$ cat src/rtl/serial_rx_param.sv
// Parametrised one-bit-per-clock serial receiver with parity check and a valid/ready output port.
// Define SERIAL_RX_SKID_EN to widen the output stage into a 2-deep in-order FIFO.
module serial_rx_param #(
    parameter int DATA_W      = 8,
    parameter int PARITY_MODE = 1,
    parameter int STOP_BITS   = 1,
    parameter int LSB_FIRST   = 1
) (
    input  logic              clk,
    input  logic              rst_n,
    input  logic              i_data,
    output logic [DATA_W-1:0] o_data,
    output logic              o_valid,
    input  logic              i_ready,
    output logic              o_parity_err,
    output logic              o_frame_err,
    output logic              o_overrun
);

    localparam int              CNT_W      = $clog2(DATA_W + 1);
    localparam logic [CNT_W-1:0] LAST_DATA = CNT_W'(DATA_W - 1);
    localparam logic [CNT_W-1:0] LAST_STOP = CNT_W'(STOP_BITS - 1);
    localparam bit              HAS_PARITY = (PARITY_MODE != 0);

    typedef enum logic [2:0] {
        IDLE,
        DATA,
        PARITY,
        STOP,
        RESYNC
    } state_t;

    state_t            state_reg;
    logic [CNT_W-1:0]  cnt_reg;
    logic [DATA_W-1:0] shift_reg;
    logic [DATA_W-1:0] shift_next;
    logic              par_acc_reg;
    logic              perr_reg;
    logic              perr_next;
    logic              frame_done;
    logic              pop;

`ifdef SERIAL_RX_SKID_EN
    logic [DATA_W-1:0] tail_data_reg;
    logic              tail_perr_reg;
    logic              full_reg;
    logic              push;
`endif

    // Shift direction decides which end of the word the first data bit lands in.
    generate
        if (DATA_W == 1) begin : g_shift_one
            assign shift_next = i_data;
        end else if (LSB_FIRST != 0) begin : g_shift_lsb
            assign shift_next = {i_data, shift_reg[DATA_W-1:1]};
        end else begin : g_shift_msb
            assign shift_next = {shift_reg[DATA_W-2:0], i_data};
        end
    endgenerate

    // par_acc_reg ^ i_data is 1 when data plus parity bit hold an odd number of ones.
    assign perr_next  = HAS_PARITY && ((PARITY_MODE == 1) ? ~(par_acc_reg ^ i_data)
                                                          :  (par_acc_reg ^ i_data));
    assign frame_done = (state_reg == STOP) && i_data && (cnt_reg == LAST_STOP);
    assign pop        = o_valid && i_ready;

`ifdef SERIAL_RX_SKID_EN
    assign push = frame_done && (!full_reg || pop);
`endif

    always_ff @(posedge clk or negedge rst_n) begin
        if (!rst_n) begin
            state_reg     <= IDLE;
            cnt_reg       <= '0;
            shift_reg     <= '0;
            par_acc_reg   <= 1'b0;
            perr_reg      <= 1'b0;
            o_data        <= '0;
            o_valid       <= 1'b0;
            o_parity_err  <= 1'b0;
            o_frame_err   <= 1'b0;
            o_overrun     <= 1'b0;
`ifdef SERIAL_RX_SKID_EN
            tail_data_reg <= '0;
            tail_perr_reg <= 1'b0;
            full_reg      <= 1'b0;
`endif
        end else begin
            o_frame_err <= 1'b0;
            o_overrun   <= 1'b0;

            case (state_reg)
                IDLE: begin
                    if (!i_data) begin
                        state_reg   <= DATA;
                        cnt_reg     <= '0;
                        par_acc_reg <= 1'b0;
                        perr_reg    <= 1'b0;
                    end
                end
                DATA: begin
                    shift_reg   <= shift_next;
                    par_acc_reg <= par_acc_reg ^ i_data;
                    if (cnt_reg == LAST_DATA) begin
                        cnt_reg   <= '0;
                        state_reg <= HAS_PARITY ? PARITY : STOP;
                    end else begin
                        cnt_reg <= cnt_reg + 1'b1;
                    end
                end
                PARITY: begin
                    perr_reg  <= perr_next;
                    state_reg <= STOP;
                end
                STOP: begin
                    // A low stop bit abandons the frame at once; later stop bits are not examined.
                    if (!i_data) begin
                        o_frame_err <= 1'b1;
                        state_reg   <= RESYNC;
                    end else if (cnt_reg == LAST_STOP) begin
                        state_reg <= IDLE;
                    end else begin
                        cnt_reg <= cnt_reg + 1'b1;
                    end
                end
                RESYNC: begin
                    if (i_data) begin
                        state_reg <= IDLE;
                    end
                end
                default: begin
                    state_reg <= IDLE;
                end
            endcase

`ifdef SERIAL_RX_SKID_EN
            // o_data/o_parity_err act as the FIFO head, tail_* as the second entry.
            if (pop) begin
                if (full_reg) begin
                    o_data       <= tail_data_reg;
                    o_parity_err <= tail_perr_reg;
                    if (push) begin
                        tail_data_reg <= shift_reg;
                        tail_perr_reg <= perr_reg;
                    end else begin
                        full_reg <= 1'b0;
                    end
                end else if (push) begin
                    o_data       <= shift_reg;
                    o_parity_err <= perr_reg;
                end else begin
                    o_valid <= 1'b0;
                end
            end else if (push) begin
                if (!o_valid) begin
                    o_data       <= shift_reg;
                    o_parity_err <= perr_reg;
                    o_valid      <= 1'b1;
                end else begin
                    tail_data_reg <= shift_reg;
                    tail_perr_reg <= perr_reg;
                    full_reg      <= 1'b1;
                end
            end
            if (frame_done && full_reg && !pop) begin
                o_overrun <= 1'b1;
            end
`else
            if (frame_done) begin
                if (!o_valid || pop) begin
                    o_data       <= shift_reg;
                    o_parity_err <= perr_reg;
                    o_valid      <= 1'b1;
                end else begin
                    o_overrun <= 1'b1;
                end
            end else if (pop) begin
                o_valid <= 1'b0;
            end
`endif
        end
    end

endmodule

$ cat config.mk
export PLATFORM = sky130hd
export DESIGN_NAME = serial_rx_param
export DESIGN_NICKNAME = d
export VERILOG_FILES = /design/src/rtl/serial_rx_param.sv
export SDC_FILE = /design/constraint.sdc
export NUM_CORES = 1
export LEC_CHECK = 0
export CELL_PAD_IN_SITES_DETAIL_PLACEMENT = 2
export CELL_PAD_IN_SITES_GLOBAL_PLACEMENT = 2
export CORE_ASPECT_RATIO = 1.75
export CORE_UTILIZATION = 28
export DETAILED_ROUTE_END_ITERATION = 16
export GPL_TIMING_DRIVEN = 0
export HOLD_SLACK_MARGIN = 0.08
export MAX_ROUTING_LAYER = met4
export PLACE_DENSITY_LB_ADDON = 0.12
export SLEW_MARGIN = 40
export SYNTH_ARGS = -nofsm -noshare
export SYNTH_HDL_FRONTEND = slang
export SYNTH_SLANG_ARGS = --single-unit
$ cat constraint.sdc
create_clock -name clk -period 5.3 [get_ports clk]
set_input_delay 1.06 -clock clk [delete_from_list [all_inputs] [get_ports clk]]
set_output_delay 1.06 -clock clk [all_outputs]
set_load 0.005 [all_outputs]
-- Word-level counts from Yosys, hierarchy flattened
Index checks and enable logic that the tools add are counted.
- register bits: 29
- output and inout port bits: 12
- word-level logic and storage cells: 63
- $add $sub $neg: 1
- equality and inequality tests: 12
- mux-type cells: 21
- bitwise logic cells: 2
- reduce and logical (&&, ||, !) cells: 17
- operators by type and width (cell ; number):
    4-bit 2-to-1 mux ; 4
    3-bit 2-to-1 mux ; 5
    3-bit case mux with 5 select lines ; 1
    4-bit case mux with 3 select lines ; 1
    2-bit != test (second input constant) ; 5
    1-bit 2-to-1 mux ; 8
    2-bit AND reduction ; 4
    4-bit AND reduction ; 2
    3-bit by 2-bit equality test with 1-bit output (second input constant) ; 2
    2-bit nonzero test ; 3
    4-bit by 1-bit adder with 4-bit output (second input constant) ; 1
    4-bit by 3-bit equality test with 1-bit output (second input constant) ; 1
    4-bit zero test ; 1
    1-bit case mux with 2 select lines ; 2
    3-bit by 1-bit equality test with 1-bit output (second input constant) ; 1
    3-bit equality test (second input constant) ; 1
    1-bit logical AND ; 3
    3-bit zero test ; 1
    3-bit by 2-bit != test with 1-bit output (second input constant) ; 1
    3-bit nonzero test ; 1
    2-bit by 1-bit != test with 1-bit output (second input constant) ; 1
    1-bit zero test ; 1
    1-bit logical OR ; 1
    1-bit inverter ; 1
    1-bit bitwise XOR ; 1

-- Depth between registers and ports, before layout
Gate-level depths: netlist of the first run.
- depth in word-level cells: 5
- mapped depth: 6

-- Least setup slack after synthesis of the first run
Ideal clock, no wire load.
- path type: input port to flip-flop
- from: input i_data
- to: register cnt_reg[3]
- data arrival time: 2067 ps
- required time: 5176 ps
- setup slack: 3109 ps
- cell stages on the path: 5
- cell sequence: buf_2 nor2b_1 a211oi_2 nand2_1 a211o_1
- word-level cells in the longest chain between the ends: 2
- elaborated cells between the ends (all ways): 3
- RTL lines (element ; line ; text):
    start: declaration ; 11 ; input logic i_data,
    2-bit != test (no line) ; - ;
    4-bit AND reduction (no line) * ; - ;
    end signal: assignment ; 108 ; cnt_reg <= cnt_reg + 1'b1;
    end signal: assignment ; 123 ; cnt_reg <= cnt_reg + 1'b1;
    end: declaration ; 34 ; logic [CNT_W-1:0] cnt_reg;
Every way passes the cells marked *; elsewhere a longest branch is shown, timed or not.
A chain may end at the register's enable or synchronous reset.

-- Final worst setup path of the first run
- from: register o_data[7]
- to: output o_data[7]
- RTL lines (element ; line ; text):
    start: declaration ; 12 ; output logic [DATA_W-1:0] o_data,
    start signal: assignment ; 171 ; o_data <= shift_reg;
No word-level cell between the ends.

==> impl_metrics.csv, run 1 <==
group,metric,value,unit
timing,tns,0,ns
floorplan,boundaryPins,16,
detailed_routing,drt_iter0_drc,12,
floorplan,start_util,29.7,%
critical_path,slowest_stage,"clkdlybuf4s50_1",
synthesis,yosysTopAreaCell,"dfrtp_1",
critical_path,cp_max_fo,2,
power,peakVddDrop,0.207,mV
floorplan,die_h,93.3,µm
synthesis,synth_seq_cells,29,
synthesis,synth_top_area_share,54.4,%
final_layout,final_cells,177,
synthesis,synth_cell_types,36,
power,p_leak,0.767,nW
detailed_routing,viasPerCell,4.94,
clock_tree,cts_setup_buffers,0,
job,drv_cap,0,
final_layout,nets,131,
timing,fin_crit_sh,41.4,%
placement,dp_slack,2.80,ns
floorplan,core,0.00448,mm²
synthesis,synth.yosys.seq_area_share,54.4,%
clock_tree,clk_pin_slew_worst_paths,0.06,ns
critical_path,end_kind,"output port",
timing,grt_setup_unrepaired,"false",
critical_path,arrival,1.13,ns
global_routing,grt_max_degree,30,
timing,setup_ws,3.11,ns
clock_tree,ctsHoldBuffers,0,
clock_tree,ctsResizeCount,0,
synthesis,syn_inst,104,
timing,slew_headroom,55.5,%
worst_hold_path,hold_class,"reg2reg",
critical_path,r2r-end,"o_data[5]$_DFFE_PN0P_",
global_routing,grtUsageTotal,13.9,%
clock_tree,cts_max_level,2,
synthesis,ys_warn_count,0,
placement,gp_congestion,0.738,
detailed_routing,dr.pass1.iters,3,
clock_tree,cts_buffers,5,
clock_tree,cts_buffer_depth,2,
final_layout,diodes,0,
timing,fmax,456,MHz
placement,place.port_buffers,14,
detailed_routing,wl_per_cell,15.7,µm
detailed_routing,num_vias,875,
timing,setup_viol,0,
clock_tree,cts_root_buf,"clkbuf_8",
placement,dp_hpwl,2080,µm
floorplan,rows,32,
worst_hold_path,min_path_cells,1,
outcome,status,"completed",
global_routing,grt_antenna_before_repair,0,
final_layout,drive_gt1_share,20.6,%
timing,worstMarginPinSlew,0.667,ns
final_layout,areaGrowthSynthToFinish,22.5,%
clock_tree,cts_tree,"done",
critical_path,rr_startpoint,"cnt_reg[0]$_DFFE_PN0P_",
synthesis,synth.area.top_cells,"dfrtp_1, mux2_4, mux2_1",
timing,hold_viol_final,0,
floorplan,die_w,54.2,µm
critical_path,required,4.24,ns
global_routing,gr-total-overflow,0,
power,pwr_density_cell,526,mW/mm²
critical_path,path_cells,"clkdlybuf4s50_1",
synthesis,netlist_area,0.00133,mm²
critical_path,critPathTopFamily,"buffers and inverters",
global_routing,grt_first_pass_wirelength,4800,µm
worst_hold_path,hold_start,"shift_reg[0]$_DFFE_PN0P_",
critical_path,reg2reg_depth,6,
critical_path,max_stage_delay,0.50,ns
synthesis,syn-num-nets,110,
floorplan,die_area,0.00505,mm²
critical_path,regToRegSetupSlack,3.23,ns
placement,dp.cells,169,
global_routing,grt_pass1_vias,990,
final_layout,post-route-util,36.4,%
detailed_routing,ant_nets,0,
timing,fin_worst_skew,0.00294,ns
power,totalPowerFinal,0.859,mW
timing,maxSlewViolCount,0,
worst_hold_path,hold_end,"shift_reg[0]$_DFFE_PN0P_",
timing,finalCriticalPeriod,2.19,ns
critical_path,critical_path_buf_inv_count,1,
synthesis,postSynthAreaPerCell,12.8,µm²
detailed_routing,drc_errors,0,
detailed_routing,wl,2770,µm
critical_path,critical_path_class,"reg2out",
critical_path,cp-start-kind,"flop",
clock_tree,cts.sinks,29,
clock_tree,insertion_delay,0.28,ns
## cell usage after synthesis (all sizes together)
master	number
inv	5
and4	1
nand4	1
a31oi	1
nand2	7
a32o	1
a21oi	4
and2b	1
a211oi	1
nor3b	1
ha	2
o21ai	3
nor3	1
nand3	4
nand3b	2
and3b	1
and3	2
o31ai	1
nor2	5
mux2	17
nor4	1
nor2b	3
a211o	1
xnor2	1
mux2i	2
dfrtp	29
o21a	1
nand2b	1
buf	3
or3b	1
## worst max path at each step
stage,from,slack (ns),cells past startpoint,end
after CTS,o_data[5]$_DFFE_PN0P_,3.09,1,o_data[5]
final,o_data[7]$_DFFE_PN0P_,3.11,1,o_data[7]
after floorplan,i_data,3.11,5,cnt_reg[3]$_DFFE_PN0P_
after global placement,rst_n,2.61,1,state_reg[0]$_DFFE_PN0P_
after detailed placement,i_data,2.80,5,cnt_reg[3]$_DFFE_PN0P_
after global routing,i_data,2.99,5,cnt_reg[3]$_DFFE_PN0P_
## placed cells by master, fill, tap and decap left out, types with 2 or more instances in the layout
master,instances
nor2b_1,3
inv_1,4
nand3b_1,2
buf_2,2
a21oi_1,4
nor2_1,5
mux2_1,8
clkbuf_8,7
nand3_1,3
dfrtp_1,29
clkdlybuf4s50_1,13
nand2_1,7
o21ai_0,3
mux2_4,9
mux2i_1,2
ha_1,2
## power breakdown
group          internal (mW)  leakage (nW)  switching [mW]
Clock                  0.117        0.0542          0.0844
Combinational          0.163         0.338           0.130
Sequential             0.303         0.375          0.0620
Total                  0.583         0.767           0.276
## cell type report
class | instances | area [µm²]
clock inverters | 1 | 5.00
flip-flops and latches | 29 | 726
repair buffers | 14 | 135
fillers | 501 | 2850
inverters | 5 | 18.8
multi-input cells | 67 | 573
clock buffers | 7 | 96.3
plain buffers | 3 | 16.3
well taps | 51 | 63.8
## routing by layer
layer | track usage, % | vias up | part of all wire (%)
li1 | - | 405 | -
met1 | 14.5 | 447 | 37
met2 | 22.7 | 16 | 56
met3 | 3.58 | 7 | 3.1
met4 | 7.69 | 0 | 3.0
met5 | - | - | 0
## metrics by stage
step                instance area, µm²  hold WS [ns]
finish                            1630         0.488
global route                      1630         0.522
CTS                               1630         0.495
detailed placement                1530         0.479
global placement                  1540         0.480
floorplan                         1330         0.458
## kinds of logic (layout without fill, tap and decap cells)
logic type                 count (synthesis)  in the layout  synth area share [%]
AOI/OAI and AO/OA                         13             13                  6.57
xor gates and xnor gates                   1              1                 0.657
adders and majority gates                  2              2                  1.88
buffers and inverters                      8             30                  2.63
DFF                                       29             29                  54.4
muxes                                     19             19                  18.4
and+or+nand+nor                           32             32                  15.5
No activity file was read; power rests on OpenSTA's default activity.
==> run 2, diff against run 1 <==
- clock period: 5.3 -> 2.1 ns (I/O delays scaled with it)
==> impl_metrics.csv, run 2 (synthesis gave the netlist of run 1 again) <==
group,metric,value,unit
timing,hold_viol_final,0,
critical_path,critical_path_buf_inv_count,1,
clock_tree,clk_pin_slew_worst_paths,0.06,ns
global_routing,grt_max_degree,30,
critical_path,critPathTopFamily,"simple AND/OR/NAND/NOR gates",
clock_tree,cts_setup_buffers,0,
global_routing,gr-total-overflow,0,
detailed_routing,ant_nets,0,
clock_tree,cts_root_buf,"clkbuf_8",
timing,fmax,536,MHz
timing,grt_setup_unrepaired,"false",
final_layout,areaGrowthSynthToFinish,22.9,%
clock_tree,cts_tree,"done",
clock_tree,ctsResizeCount,1,
critical_path,r2r-end,"o_data[5]$_DFFE_PN0P_",
critical_path,end_kind,"flop",
floorplan,die_h,93.3,µm
floorplan,die_area,0.00505,mm²
critical_path,slowest_stage,"dfrtp_1",
final_layout,seqCellArea,726,µm²
placement,dpl-instance-area,0.00153,mm²
critical_path,max_stage_delay,0.40,ns
critical_path,setup.worst_path.start,"cnt_reg[0]$_DFFE_PN0P_",
final_layout,n_fill_cell,500,
global_routing,grt_first_pass_wirelength,4820,µm
detailed_routing,drc_errors,0,
clock_tree,cts_buffer_depth,2,
critical_path,rr_startpoint,"cnt_reg[0]$_DFFE_PN0P_",
final_layout,post-route-cell-area,0.00164,mm²
timing,finalCriticalPeriod,1.86,ns
floorplan,core,0.00448,mm²
placement,place.port_buffers,14,
critical_path,critical_path_class,"reg2reg",
timing,slew_headroom,55.5,%
placement,dp_hpwl,2080,µm
timing,worstMarginPinSlew,0.667,ns
detailed_routing,wl_per_cell,15.7,µm
detailed_routing,wl,2770,µm
clock_tree,insertion_delay,0.28,ns
job,drv_cap,0,
timing,fin_crit_sh,88.8,%
final_layout,nets,131,
critical_path,regToRegSetupSlack,0.24,ns
detailed_routing,drt_iter0_drc,11,
clock_tree,cts.sinks,29,
placement,gp_congestion,0.738,
timing,tns,0,ns
critical_path,cp_max_fo,9,
clock_tree,cts_max_level,2,
power,peakVddDrop,0.523,mV
global_routing,grt_antenna_before_repair,0,
detailed_routing,num_vias,878,
floorplan,die_w,54.2,µm
final_layout,drive_gt1_share,21.4,%
floorplan,boundaryPins,16,
final_layout,multi_input_area,578,µm²
critical_path,arrival,2.03,ns
power,pwr_density_cell,1330,mW/mm²
detailed_routing,viasPerCell,4.96,
critical_path,cp-start-kind,"flop",
outcome,status,"completed",
global_routing,grt_pass1_vias,991,
clock_tree,cts_buffers,5,
critical_path,reg2reg_depth,6,
timing,maxSlewViolCount,0,
critical_path,path_cells,"inv_1 > ha_1 > nor3b_2 > and3_4 > nand3_4 > mux2_4",
floorplan,start_util,29.7,%
timing,setup_viol,0,
floorplan,rows,32,
final_layout,final_common_cell,"dfrtp_1",
detailed_routing,dr.pass1.iters,3,
worst_hold_path,hold_class,"in2async",
final_layout,final_cell_mix,"dfrtp_1, clkdlybuf4s50_1, mux2_4",
final_layout,diodes,0,
clock_tree,ctsHoldBuffers,0,
timing,fin_worst_skew,0.00294,ns
power,p_leak,0.770,nW
global_routing,grtUsageTotal,13.9,%
critical_path,required,2.26,ns
## run 2: cell counts in the layout (fill, tap and decap cells not counted)
Identical to the previous run, type by type.
## run 2: area by class of cell
type | instances | area share (%)
Timing Repair Buffer | 14 | 8.24
Sequential cell | 29 | 44.3
Clock buffer | 7 | 5.88
Tap cell | 51 | 3.89
Multi-Input combinational cell | 67 | 35.3
Clock inverter | 1 | 0.305
Buffer | 3 | 0.992
Inverter | 5 | 1.15
## run 2: power by group
group	internal [mW]	switching [mW]	total, mW
clock network	0.296	0.213	0.508
registers	0.765	0.159	0.924
logic	0.415	0.327	0.742
## run 2: worst max path at each step
stage	cells past startpoint	end	slack [ns]
2_1_floorplan	6	o_data[0]$_DFFE_PN0P_	0.41
3_3_place_gp	6	o_parity_err$_DFFE_PN0P_	0.04
3_5_place_dp	6	o_data[5]$_DFFE_PN0P_	0.002
4_1_cts	6	o_data[5]$_DFFE_PN0P_	0.19
5_1_grt	6	o_data[5]$_DFFE_PN0P_	0.15
6_report	6	o_data[5]$_DFFE_PN0P_	0.24
## run 2: stage by stage
step	hold slack (ns)	total power [mW]	utilization, %	worst slack, ns	instances
2_1_floorplan	0.124	1.40	-	0.413	104
3_3_place_gp	0.480	1.65	34.3	0.0387	169
3_5_place_dp	0.479	1.70	34.2	0.00180	169
4_1_cts	0.196	2.23	36.6	0.191	177
5_1_grt	0.232	2.34	36.6	0.154	177
6_report	0.173	2.18	36.6	0.236	177
## run 2: routing by layer
layer	vias up	global-route usage, %	part of all wire, %
met2	16	22.7	56
met5	-	-	0
met1	450	14.7	37
li1	405	-	-
met4	0	7.69	3.0
met3	7	3.58	3.1
